<file path="src/rtl/button_event_reader.sv">
// Push-button front end: per-pin synchroniser, debounce and press/release/long-press
// detection, feeding a one-deep valid/ready event register from per-button pending flags.
module button_event_reader #(
  parameter int NUM_BTN         = 6,
  parameter int DEBOUNCE_CYCLES = 120000,
  parameter int LONG_CYCLES     = 3000000,
  parameter bit ACTIVE_LOW      = 1'b1
) (
  input  logic               clk,
  input  logic               rst_n,
  input  logic [NUM_BTN-1:0] btn_in,
  output logic [NUM_BTN-1:0] btn_level,
  output logic               evt_valid,
  input  logic               evt_ready,
  output logic [1:0]         evt_code,
  output logic [2:0]         evt_idx,
  output logic               evt_overflow
);

  localparam int DB_W   = (DEBOUNCE_CYCLES > 1) ? $clog2(DEBOUNCE_CYCLES) : 1;
  localparam int HOLD_W = $clog2(LONG_CYCLES + 1);

  localparam logic [DB_W-1:0]    DB_LAST   = DB_W'(DEBOUNCE_CYCLES - 1);
  localparam logic [DB_W-1:0]    DB_ONE    = DB_W'(1);
  localparam logic [DB_W-1:0]    DB_ZERO   = {DB_W{1'b0}};
  localparam logic [HOLD_W-1:0]  HOLD_LAST = HOLD_W'(LONG_CYCLES - 1);
  localparam logic [HOLD_W-1:0]  HOLD_MAX  = HOLD_W'(LONG_CYCLES);
  localparam logic [HOLD_W-1:0]  HOLD_ONE  = HOLD_W'(1);
  localparam logic [HOLD_W-1:0]  HOLD_ZERO = {HOLD_W{1'b0}};
  localparam logic [NUM_BTN-1:0] PINS_IDLE = {NUM_BTN{ACTIVE_LOW}};
  localparam logic [NUM_BTN-1:0] NONE      = {NUM_BTN{1'b0}};

  localparam logic [1:0] CODE_PRESS   = 2'b00;
  localparam logic [1:0] CODE_RELEASE = 2'b01;
  localparam logic [1:0] CODE_LONG    = 2'b10;

  logic [NUM_BTN-1:0] sync1_r;
  logic [NUM_BTN-1:0] sync2_r;
  logic [NUM_BTN-1:0] level_r;
  logic [DB_W-1:0]    db_cnt_r   [NUM_BTN];
  logic [HOLD_W-1:0]  hold_cnt_r [NUM_BTN];

  logic [NUM_BTN-1:0] press_pend_r;
  logic [NUM_BTN-1:0] rel_pend_r;
  logic [NUM_BTN-1:0] long_pend_r;
  logic               overflow_r;

  logic               evt_valid_r;
  logic [1:0]         evt_code_r;
  logic [2:0]         evt_idx_r;

  logic [NUM_BTN-1:0] pressed_s;
  logic [NUM_BTN-1:0] toggle_s;
  logic [NUM_BTN-1:0] rise_s;
  logic [NUM_BTN-1:0] fall_s;
  logic [NUM_BTN-1:0] long_hit_s;

  logic               load_s;
  logic               sel_found_s;
  logic [2:0]         sel_idx_s;
  logic [1:0]         sel_code_s;
  logic [NUM_BTN-1:0] clr_press_s;
  logic [NUM_BTN-1:0] clr_rel_s;
  logic [NUM_BTN-1:0] clr_long_s;
  logic [NUM_BTN-1:0] press_nx_s;
  logic [NUM_BTN-1:0] rel_nx_s;
  logic [NUM_BTN-1:0] long_nx_s;
  logic               ovf_hit_s;

  assign btn_level    = level_r;
  assign evt_valid    = evt_valid_r;
  assign evt_code     = evt_code_r;
  assign evt_idx      = evt_idx_r;
  assign evt_overflow = overflow_r;

  // Debounce decode: accept a new level, and raise long-press, per button
  always_comb begin
    pressed_s  = sync2_r ^ PINS_IDLE;
    toggle_s   = NONE;
    long_hit_s = NONE;
    for (int i = 0; i < NUM_BTN; i++) begin
      toggle_s[i]   = (pressed_s[i] != level_r[i]) && (db_cnt_r[i] == DB_LAST);
      // A press that is being released this cycle never earns a long event
      long_hit_s[i] = level_r[i] && !toggle_s[i] && (hold_cnt_r[i] == HOLD_LAST);
    end
    rise_s = toggle_s & ~level_r;
    fall_s = toggle_s & level_r;
  end

  // Event selection: lowest index wins, then press > long > release
  always_comb begin
    sel_found_s = 1'b0;
    sel_idx_s   = 3'd0;
    sel_code_s  = CODE_PRESS;
    for (int i = NUM_BTN - 1; i >= 0; i--) begin
      if (press_pend_r[i] || long_pend_r[i] || rel_pend_r[i]) begin
        sel_found_s = 1'b1;
        sel_idx_s   = 3'(i);
        if (press_pend_r[i]) begin
          sel_code_s = CODE_PRESS;
        end else if (long_pend_r[i]) begin
          sel_code_s = CODE_LONG;
        end else begin
          sel_code_s = CODE_RELEASE;
        end
      end else begin
        sel_found_s = sel_found_s;
      end
    end
  end

  // Pending-flag update: clear the issued flag, new sets take priority
  always_comb begin
    load_s      = !evt_valid_r || evt_ready;
    clr_press_s = NONE;
    clr_rel_s   = NONE;
    clr_long_s  = NONE;
    for (int i = 0; i < NUM_BTN; i++) begin
      if (load_s && sel_found_s && (sel_idx_s == 3'(i))) begin
        case (sel_code_s)
          CODE_PRESS:   clr_press_s[i] = 1'b1;
          CODE_LONG:    clr_long_s[i]  = 1'b1;
          CODE_RELEASE: clr_rel_s[i]   = 1'b1;
          default:      clr_press_s[i] = 1'b0;
        endcase
      end else begin
        clr_press_s[i] = 1'b0;
      end
    end
    press_nx_s = (press_pend_r & ~clr_press_s) | rise_s;
    rel_nx_s   = (rel_pend_r   & ~clr_rel_s)   | fall_s;
    long_nx_s  = (long_pend_r  & ~clr_long_s)  | long_hit_s;
    ovf_hit_s  = |((rise_s     & press_pend_r & ~clr_press_s) |
                   (fall_s     & rel_pend_r   & ~clr_rel_s)   |
                   (long_hit_s & long_pend_r  & ~clr_long_s));
  end

  // Two-flop synchroniser, reset to the released pin level
  always_ff @(posedge clk) begin
    if (!rst_n) begin
      sync1_r <= PINS_IDLE;
      sync2_r <= PINS_IDLE;
    end else begin
      sync1_r <= btn_in;
      sync2_r <= sync1_r;
    end
  end

  // Debounce and hold counters with the accepted level
  always_ff @(posedge clk) begin
    if (!rst_n) begin
      level_r <= NONE;
      for (int i = 0; i < NUM_BTN; i++) begin
        db_cnt_r[i]   <= DB_ZERO;
        hold_cnt_r[i] <= HOLD_ZERO;
      end
    end else begin
      for (int i = 0; i < NUM_BTN; i++) begin
        if (toggle_s[i]) begin
          level_r[i]  <= ~level_r[i];
          db_cnt_r[i] <= DB_ZERO;
        end else if (pressed_s[i] != level_r[i]) begin
          db_cnt_r[i] <= db_cnt_r[i] + DB_ONE;
        end else begin
          db_cnt_r[i] <= DB_ZERO;
        end

        // Saturating hold count gives exactly one long event per press
        if (fall_s[i]) begin
          hold_cnt_r[i] <= HOLD_ZERO;
        end else if (level_r[i] && (hold_cnt_r[i] != HOLD_MAX)) begin
          hold_cnt_r[i] <= hold_cnt_r[i] + HOLD_ONE;
        end else begin
          hold_cnt_r[i] <= hold_cnt_r[i];
        end
      end
    end
  end

  // Pending flags and sticky overflow
  always_ff @(posedge clk) begin
    if (!rst_n) begin
      press_pend_r <= NONE;
      rel_pend_r   <= NONE;
      long_pend_r  <= NONE;
      overflow_r   <= 1'b0;
    end else begin
      press_pend_r <= press_nx_s;
      rel_pend_r   <= rel_nx_s;
      long_pend_r  <= long_nx_s;
      overflow_r   <= overflow_r | ovf_hit_s;
    end
  end

  // Output event register; held stable while the consumer stalls
  always_ff @(posedge clk) begin
    if (!rst_n) begin
      evt_valid_r <= 1'b0;
      evt_code_r  <= CODE_PRESS;
      evt_idx_r   <= 3'd0;
    end else if (load_s) begin
      evt_valid_r <= sel_found_s;
      if (sel_found_s) begin
        evt_code_r <= sel_code_s;
        evt_idx_r  <= sel_idx_s;
      end else begin
        evt_code_r <= evt_code_r;
        evt_idx_r  <= evt_idx_r;
      end
    end else begin
      evt_valid_r <= evt_valid_r;
      evt_code_r  <= evt_code_r;
      evt_idx_r   <= evt_idx_r;
    end
  end

endmodule

</file>
<file path="config.mk">
export PLATFORM = sky130hd
export DESIGN_NAME = button_event_reader
export DESIGN_NICKNAME = d
export VERILOG_FILES = /design/src/rtl/button_event_reader.sv
export SDC_FILE = /design/constraint.sdc
export NUM_CORES = 1
export LEC_CHECK = 0
export CAP_MARGIN = 15
export CORE_AREA = 2 2 156 158
export DETAILED_ROUTE_END_ITERATION = 8
export DIE_AREA = 0 0 158 160
export PLACE_DENSITY_LB_ADDON = 0.08
export SLEW_MARGIN = 30
export SYNTH_ARGS = -nofsm -noshare
export SYNTH_HDL_FRONTEND = slang
export SYNTH_SLANG_ARGS = --single-unit
</file>
<file path="constraint.sdc">
create_clock -name clk -period 3.1 [get_ports clk]
set_clock_uncertainty 0.15 [all_clocks]
set_input_delay 0.775 -clock clk [delete_from_list [all_inputs] [get_ports clk]]
set_output_delay 0.775 -clock clk [all_outputs]
set_load 0.02 [all_outputs]
</file>
After elaboration in Yosys (flattened, before gate mapping)
Memory sizes are Yosys's and may differ from the RTL's.
Cells that the tools add are included.
Operators by class
  $add $sub $neg: 12
  eq/ne operators: 31
  mux-type cells: 220
  bitwise logic cells: 64
  reductions and logical operators: 55
Operators with widths (number)
  $mux W22: 18
  $mux W17: 18
  $mux W1: 160
  $add A22 B1 Y22 const B: 6
  $eq A22 B22 Y1 const B: 6
  $ne A22 B22 Y1 const B: 6
  $add A17 B1 Y17 const B: 6
  $eq A17 B17 Y1 const B: 6
  $and A6 B6 Y6: 11
  $or A1 B1 Y1: 37
  $mux W2: 18
  $logic_and A1 B1 Y1: 31
  $not A6 Y6: 5
  $or A6 B6 Y6: 5
  $mux W3: 6
  $logic_or A1 B1 Y1: 13
  $logic_not A1 Y1: 7
  $eq A3 B2 Y1 const B: 2
  $eq A3 B3 Y1 const B: 2
  $ne A1 B1 Y1: 6
  $not A1 Y1: 6
  $reduce_or A6 Y1: 1
  $eq A3 B1 Y1 const B: 1
  $logic_not A3 Y1: 1
  4 further kinds: 4
Storage, ports and cells
  bits in registers: 43
  bits in writable memories: 234
  input port bits: 9
  output and inout port bits: 13
  word-level logic and storage cells: 399
  memories: 2
Memories
  hold_cnt_r: words 6, width 22, rd ports 6, clocked after memory_dff 0, write ports 6, RTL line 41  | logic [HOLD_W-1:0] hold_cnt_r [NUM_BTN];
  db_cnt_r: words 6, width 17, rd ports 6, clocked after memory_dff 0, write ports 6, RTL line 40  | logic [DB_W-1:0] db_cnt_r [NUM_BTN];

Longest topological paths before layout
Gate-level depths: netlist (run 1).
  word-level depth: 17
  depth in mapped cells: 9
  mapped depth without buffers: 8

Least setup slack after synthesis (run 1)
Ideal clock, no wire load.
  path type: reg-to-reg
  start: mem hold_cnt_r[0][0] in the netlist's numbering
  end: mem hold_cnt_r[0][0] in the netlist's numbering, enable pin
  library setup time: 0.471 ns
  arrival time: 2.140 ns
  data required time: 2.479 ns
  path slack: 0.338 ns
  stages on the path, launching flop included: 6
  path buffers: 0
  period minus slack after synthesis: 2.762 ns
  cell sequence: edfxtp_1 -> inv_1 -> ha_1 -> or4b_2 -> o41ai_1 -> nand3_1
RTL lines (RTL line)
  from (decl): 41

Final worst setup path (run 1)
  start: reg level_r[3] (netlist: btn_level[3])
  end: out btn_level[3]
RTL lines
  from (decl): RTL line 39  | logic [NUM_BTN-1:0] level_r;
  from (signal, indexed assignment): RTL line 160  | level_r[i] <= ~level_r[i];
  to (decl): RTL line 12  | output logic [NUM_BTN-1:0] btn_level,
No word-level cell between the ends.

==> results_dict.tcl, run 1 <==
set metrics [dict create \
    switching_share_pct 21.3 \
    yosys.cell_count.top_type "nor2_1" \
    yosys-top-cells-count "nor2_1 (297), edfxtp_1 (234), xor2_1 (138)" \
    reg2reg_to "hold_cnt_r[4][16]" \
    holdPathEnd "sync2_r[3]" \
    worst_path_max_delay_cell "clkdlybuf4s50_1" \
    htree_levels 1 \
    power.density_mw_per_mm2 485 \
    async_reset_ff_share_pct 0 \
    worstPathRequired_ps 2170 \
    rows 57 \
    numClockSinks 277 \
    power_frac_seq_pct 52.8 \
    path_buf_inv 1 \
    cts-root-buf "clkbuf_16" \
    start_util_pct 61.7 \
    r2r_slack_ps 490 \
    hpwl_um 19200 \
    drc 0 \
    maxCapViolCount 0 \
    area_growth_syn_to_layout_pct 13.9 \
    io_buffers 21 \
    drt.antenna.violating_nets 0 \
    worstSetupPathType "register to primary output" \
    ys.flop_type "edfxtp_1" \
    ys_seq_elements 277 \
    r2r_cells 6 \
    tritoncts "yes" \
    synthCells 1446 \
    p_comb_share_pct 3.2 \
    diodes 0 \
    hold_path_class "register to register" \
    synth_top_cell_area_share_pct 47.8 \
    post-cts-setup-buffer-count 0 \
    drt-total-wl_um 27600 \
    die_area_mm2 0.0253 \
    die_w_um 158 \
    clk_latency_ps 550 \
    numCtsBuffers 30 \
    coreArea_mm2 0.0238 \
    min_path_cells 1 \
    arrival_ps 1800 \
    dr.first_iter.drc_count 688 \
    synth_top_cell_by_area "edfxtp_1" \
    synthTopCellsByArea "edfxtp_1 (48%), xor2_1 (8.2%), nor2_1 (7.6%)" \
    synth_edf_count 234 \
    wl_per_cell_um 14.2 \
    cts_hold_buffers 0 \
    setup-tns-final_ps 0 \
    finalSetupViolCount 0 \
    fillCellCount 1844 \
    power_switching_mw 1.73 \
    grt_max_degree 26 \
    p_total_mw 8.12 \
    cpPeakStageDelay_ps 680 \
    synth.distinct_cells 66 \
    max_slew_margin_pct 54.5 \
    path_delay_family "buffers and inverters" \
    startpoint_type "register" \
    hold_viol 0 \
    via_count 10500 \
    leakagePower_nw 5.87 \
    gr-usage-all-layers_pct 22.3 \
    die_y_um 160 \
    p_int_mw 6.39 \
    grt-ovfl-total 0 \
    antenna_found_initial 0 \
    place_congestion 0.905 \
    power_frac_clock_pct 43.9 \
    critPathCaptureType "primary output" \
    synth_area_mm2 0.0147 \
    outcome "finished, final reports clean" \
    cts_buffer_depth 3 \
    clkTransAtPathRegs_ps 60 \
    viasPerCell 5.42 \
    cts_resized 0 \
    nets 1619 \
    min_from "sync1_r[3]" \
    slew_violations 0 \
    grt_pass1_vias 10200 \
    syn_avg_cell_area_um2 10.2 \
    crit_path_max_fanout 9 \
    min_period_over_period_pct 87.9 \
    drive_gt1_share_pct 5.51 \
    worstMarginPinSlew_ps 676 \
    crit_cells 1 \
    ios 22 \
    grt_first_pass_wirelength_um 47000 \
    yosysWarnings 0 \
    rsz0062_at_grt "no" \
    fmax_mhz 367 \
    min_period_ps 2720 \
    reg2reg_from "db_cnt_r[4][9]" \
    seq_area_frac_synth_pct 53.7 \
    cp_cell_sequence "clkdlybuf4s50_1" \
    dr.pass1.iters 5 \
    ir_drop_uv 441 \
]
power groups by stage:
stage                     combinational, mW  sequential (mW)  clock [mW]
after detailed placement              0.258             4.37           0
after CTS                             0.261             4.29        3.63
after global routing                  0.302             4.31        3.78
after floorplan                       0.202             4.33           0
after global placement                0.254             4.36           0
final                                 0.263             4.29        3.57
metrics by stage:
stage / std cells / hold WS [ps] / util [%] / worst slack (ps) / instance area, µm²
floorplan: 1547 / 236 / - / 338 / 15100
global placement: 1884 / 240 / 66.1 / 207 / 15700
detailed placement: 1884 / 244 / 66.1 / 180 / 15700
CTS: 1940 / 258 / 70.2 / 337 / 16700
global route: 1940 / 270 / 70.2 / 290 / 16700
finish: 1940 / 256 / 70.2 / 376 / 16700
metal layers:
| layer | share of wire, % | global-route usage (%) | up-vias |
|---|---|---|---|
| li1 | - | - | 5322 |
| met1 | 47 | 30.7 | 5005 |
| met2 | 48 | 37.3 | 146 |
| met3 | 3.4 | 3.18 | 48 |
| met4 | 2.3 | 5.81 | 0 |
| met5 | 0 | 0 | - |
state kept, by name, indices dropped and copies added (netlist names):
register / cells
evt_idx: 3
rel_pend_r: 6
press_pend_r: 6
evt_code: 2
sync2_r: 6
hold_cnt_r: 132
evt_overflow: 1
evt_valid: 1
long_pend_r: 6
sync1_r: 6
db_cnt_r: 102
btn_level: 6
kinds of logic after synthesis:
| family | after synthesis | synth area share (%) |
|---|---|---|
| DFF | 277 | 53.7 |
| buffers and inverters | 77 | 2.03 |
| AOI/OAI and AO/OA | 99 | 4.69 |
| muxes | 1 | 0.0681 |
| other | 1 | 0.0255 |
| and+or+nand+nor | 762 | 25.4 |
| xor gates and xnor gates | 211 | 12.6 |
| adders and majority gates | 18 | 1.53 |
how the worst max path moves through the flow:
stage                                start                to  slack (ps)
after global routing          btn_level[3]      btn_level[3]         290
after floorplan           hold_cnt_r[0][0]  hold_cnt_r[0][0]         340
after global placement           evt_ready      evt_overflow         210
after CTS                     btn_level[3]      btn_level[3]         340
after detailed placement         evt_ready      evt_overflow         180
final                         btn_level[3]      btn_level[3]         380
worst register-to-register path: stages (launching register included):
cell      delay (ps)
edfxtp_1         470
nor4bb_1         450
nand2_1          110
or3_1            400
o21ai_0          270
nand2b_1         150
buf_4            290
area by class of cell:
| cell class | instances | area (µm²) | area share [%] |
|---|---|---|---|
| flip-flops and latches | 277 | 7890 | 47.1 |
| multi-input cells | 1193 | 6890 | 41.2 |
| clock buffers | 41 | 833 | 4.98 |
| repair buffers | 48 | 408 | 2.44 |
| well taps | 324 | 405 | 2.42 |
| inverters | 42 | 158 | 0.942 |
| clock inverters | 15 | 153 | 0.912 |
cells in the final DEF (no fill, tap or decap), types with 5 or more instances in the layout:
master / instances
or3_1: 10
inv_1: 42
nand3_1: 111
nand4_1: 49
or4_1: 5
nand2b_1: 19
and4b_1: 5
clkinv_2: 5
nor4_1: 13
clkbuf_16: 31
xnor2_1: 73
a21oi_1: 13
and2_1: 15
buf_4: 27
conb_1: 102
nand3b_1: 7
edfxtp_1: 234
o21ai_0: 27
nor4bb_1: 7
o211a_1: 5
nor2_1: 297
a21boi_0: 18
clkbuf_1: 8
and3_1: 52
nand2_1: 108
nor4b_1: 6
dfxtp_1: 43
clkdlybuf4s50_1: 20
or2_2: 6
ha_1: 18
xor2_1: 138
nor3_1: 29
Power figures use the tool's default switching activity.
==> run 2: changes to the inputs <==
- CTS_CLUSTER_DIAMETER: default -> 60
==> run 2 against run 1 <==
Effect of this change:
- routed wire length up 0.66%
- maximum frequency rose by 1.7%
- highest routed layer unchanged
- sequential share of layout area down 0.57 points
- critical endpoint unchanged
==> results_dict.tcl, run 2 (synthesis gave the netlist of run 1 again) <==
set metrics [dict create \
    outcome "finished, final reports clean" \
    worst_path_max_delay_cell "clkdlybuf4s50_1" \
    tritoncts "yes" \
    hpwl_um 19200 \
    drt.antenna.violating_nets 0 \
    cts_hold_buffers 0 \
    hold_viol 0 \
    crit_path_max_fanout 9 \
    io_buffers 21 \
    cts-root-buf "clkbuf_16" \
    path_delay_family "buffers and inverters" \
    final_cell_mix "nor2_1 (297), edfxtp_1 (234), xor2_1 (138)" \
    holdPathEnd "sync2_r[1]" \
    rsz0062_at_grt "no" \
    regMostFlops "hold_cnt_r" \
    dr.first_iter.drc_count 734 \
    start_util_pct 61.7 \
    coreArea_mm2 0.0238 \
    multi_input_area_mm2 0.00689 \
    min_path_cells 1 \
    rows 57 \
    cpPeakStageDelay_ps 690 \
    wl_per_cell_um 14.3 \
    power.density_mw_per_mm2 513 \
    leakagePower_nw 5.97 \
    clkTransAtPathRegs_ps 60 \
    worstMarginPinSlew_ps 685 \
    placed_area_mm2 0.0157 \
    ios 22 \
    diodes 0 \
    reg2reg_to "hold_cnt_r[4][15]" \
    numClockSinks 277 \
    critPathCaptureType "primary output" \
    ir_drop_uv 525 \
    min_period_ps 2680 \
    seqCellArea_mm2 0.00789 \
    viasPerCell 5.46 \
    fin_area_mm2 0.0169 \
    grt-ovfl-total 0 \
    finalSetupViolCount 0 \
    r2r_cells 6 \
    die_area_mm2 0.0253 \
    maxCapViolCount 0 \
    min_period_over_period_pct 86.4 \
    place_congestion 0.905 \
    nets 1623 \
    worstPathRequired_ps 2170 \
    setup-tns-final_ps 0 \
    drt-total-wl_um 27800 \
    via_count 10600 \
    gr-usage-all-layers_pct 22.6 \
    numCtsBuffers 34 \
    arrival_ps 1750 \
    grt_pass1_vias 10400 \
    fmax_mhz 374 \
    slew_violations 0 \
    die_y_um 160 \
    post-cts-setup-buffer-count 0 \
    cts_buffer_depth 3 \
    die_w_um 158 \
    worstSetupPathType "register to primary output" \
    htree_levels 2 \
    fillCellCount 1807 \
    reg2reg_from "db_cnt_r[4][9]" \
    hold_path_class "register to register" \
    area_growth_syn_to_layout_pct 15.3 \
    dr.pass1.iters 5 \
    min_from "sync1_r[1]" \
    antenna_found_initial 0 \
    cts_resized 0 \
    startpoint_type "register" \
    r2r_slack_ps 480 \
    grt_max_degree 26 \
    largest_reg_flops 132 \
    grt_first_pass_wirelength_um 47400 \
    final_common_cell "nor2_1" \
    path_buf_inv 1 \
    drc 0 \
    max_slew_margin_pct 53.9 \
    reg_top3 "hold_cnt_r (132), db_cnt_r (102)" \
    drive_gt1_share_pct 6.17 \
    clk_latency_ps 500 \
    cp_cell_sequence "clkdlybuf4s50_1" \
]
==> run 2: cell types whose count changed in the layout (fill, tap and decap cells not counted), sizes merged <==
cell,delta
bufinv,+1
clkbuf,+4
clkinv,-2
clkinvlp,+1
inv,+2
==> run 2: worst max-delay path by stage <==
stage                                start          endpoint  cells past startpoint
after floorplan           hold_cnt_r[0][0]  hold_cnt_r[0][0]                      5
after global placement           evt_ready      evt_overflow                      8
after detailed placement         evt_ready      evt_overflow                      8
after CTS                     btn_level[3]      btn_level[3]                      1
after global routing        db_cnt_r[2][8]      evt_overflow                      6
final                         btn_level[3]      btn_level[3]                      1
==> run 2: power by group <==
part	switching (mW)	internal, mW
combinational	0.149	0.115
sequential	0.133	4.16
clock	1.54	2.59
total	1.83	6.86
==> run 2: area by class of cell <==
cell class                 count  share of cell area [%]
clock buffer                  45                    5.82
clock inverter                17                    1.21
multi-input combinational   1193                    40.7
tap                          324                    2.39
sequential                   277                    46.6
inverter                      42                   0.931
timing repair buffer          48                    2.41
==> run 2: layer usage <==
layer,vias to the layer above,track usage (%),part of all wire (%)
li1,5331,-,-
met1,5071,30.8,46
met2,188,37.5,48
met3,41,3.88,4.2
met4,0,6.10,1.9
met5,-,0.595,0
==> run 2: through the flow <==
stage	hold slack, ps	util (%)	total power, mW	worst slack, ps	cells
2_1_floorplan	236	-	4.53	338	1547
3_3_place_gp	240	66.1	4.61	207	1884
3_5_place_dp	244	66.1	4.62	180	1884
4_1_cts	253	71.1	8.76	397	1946
5_1_grt	267	71.1	8.97	259	1946
6_report	254	71.1	8.69	423	1946
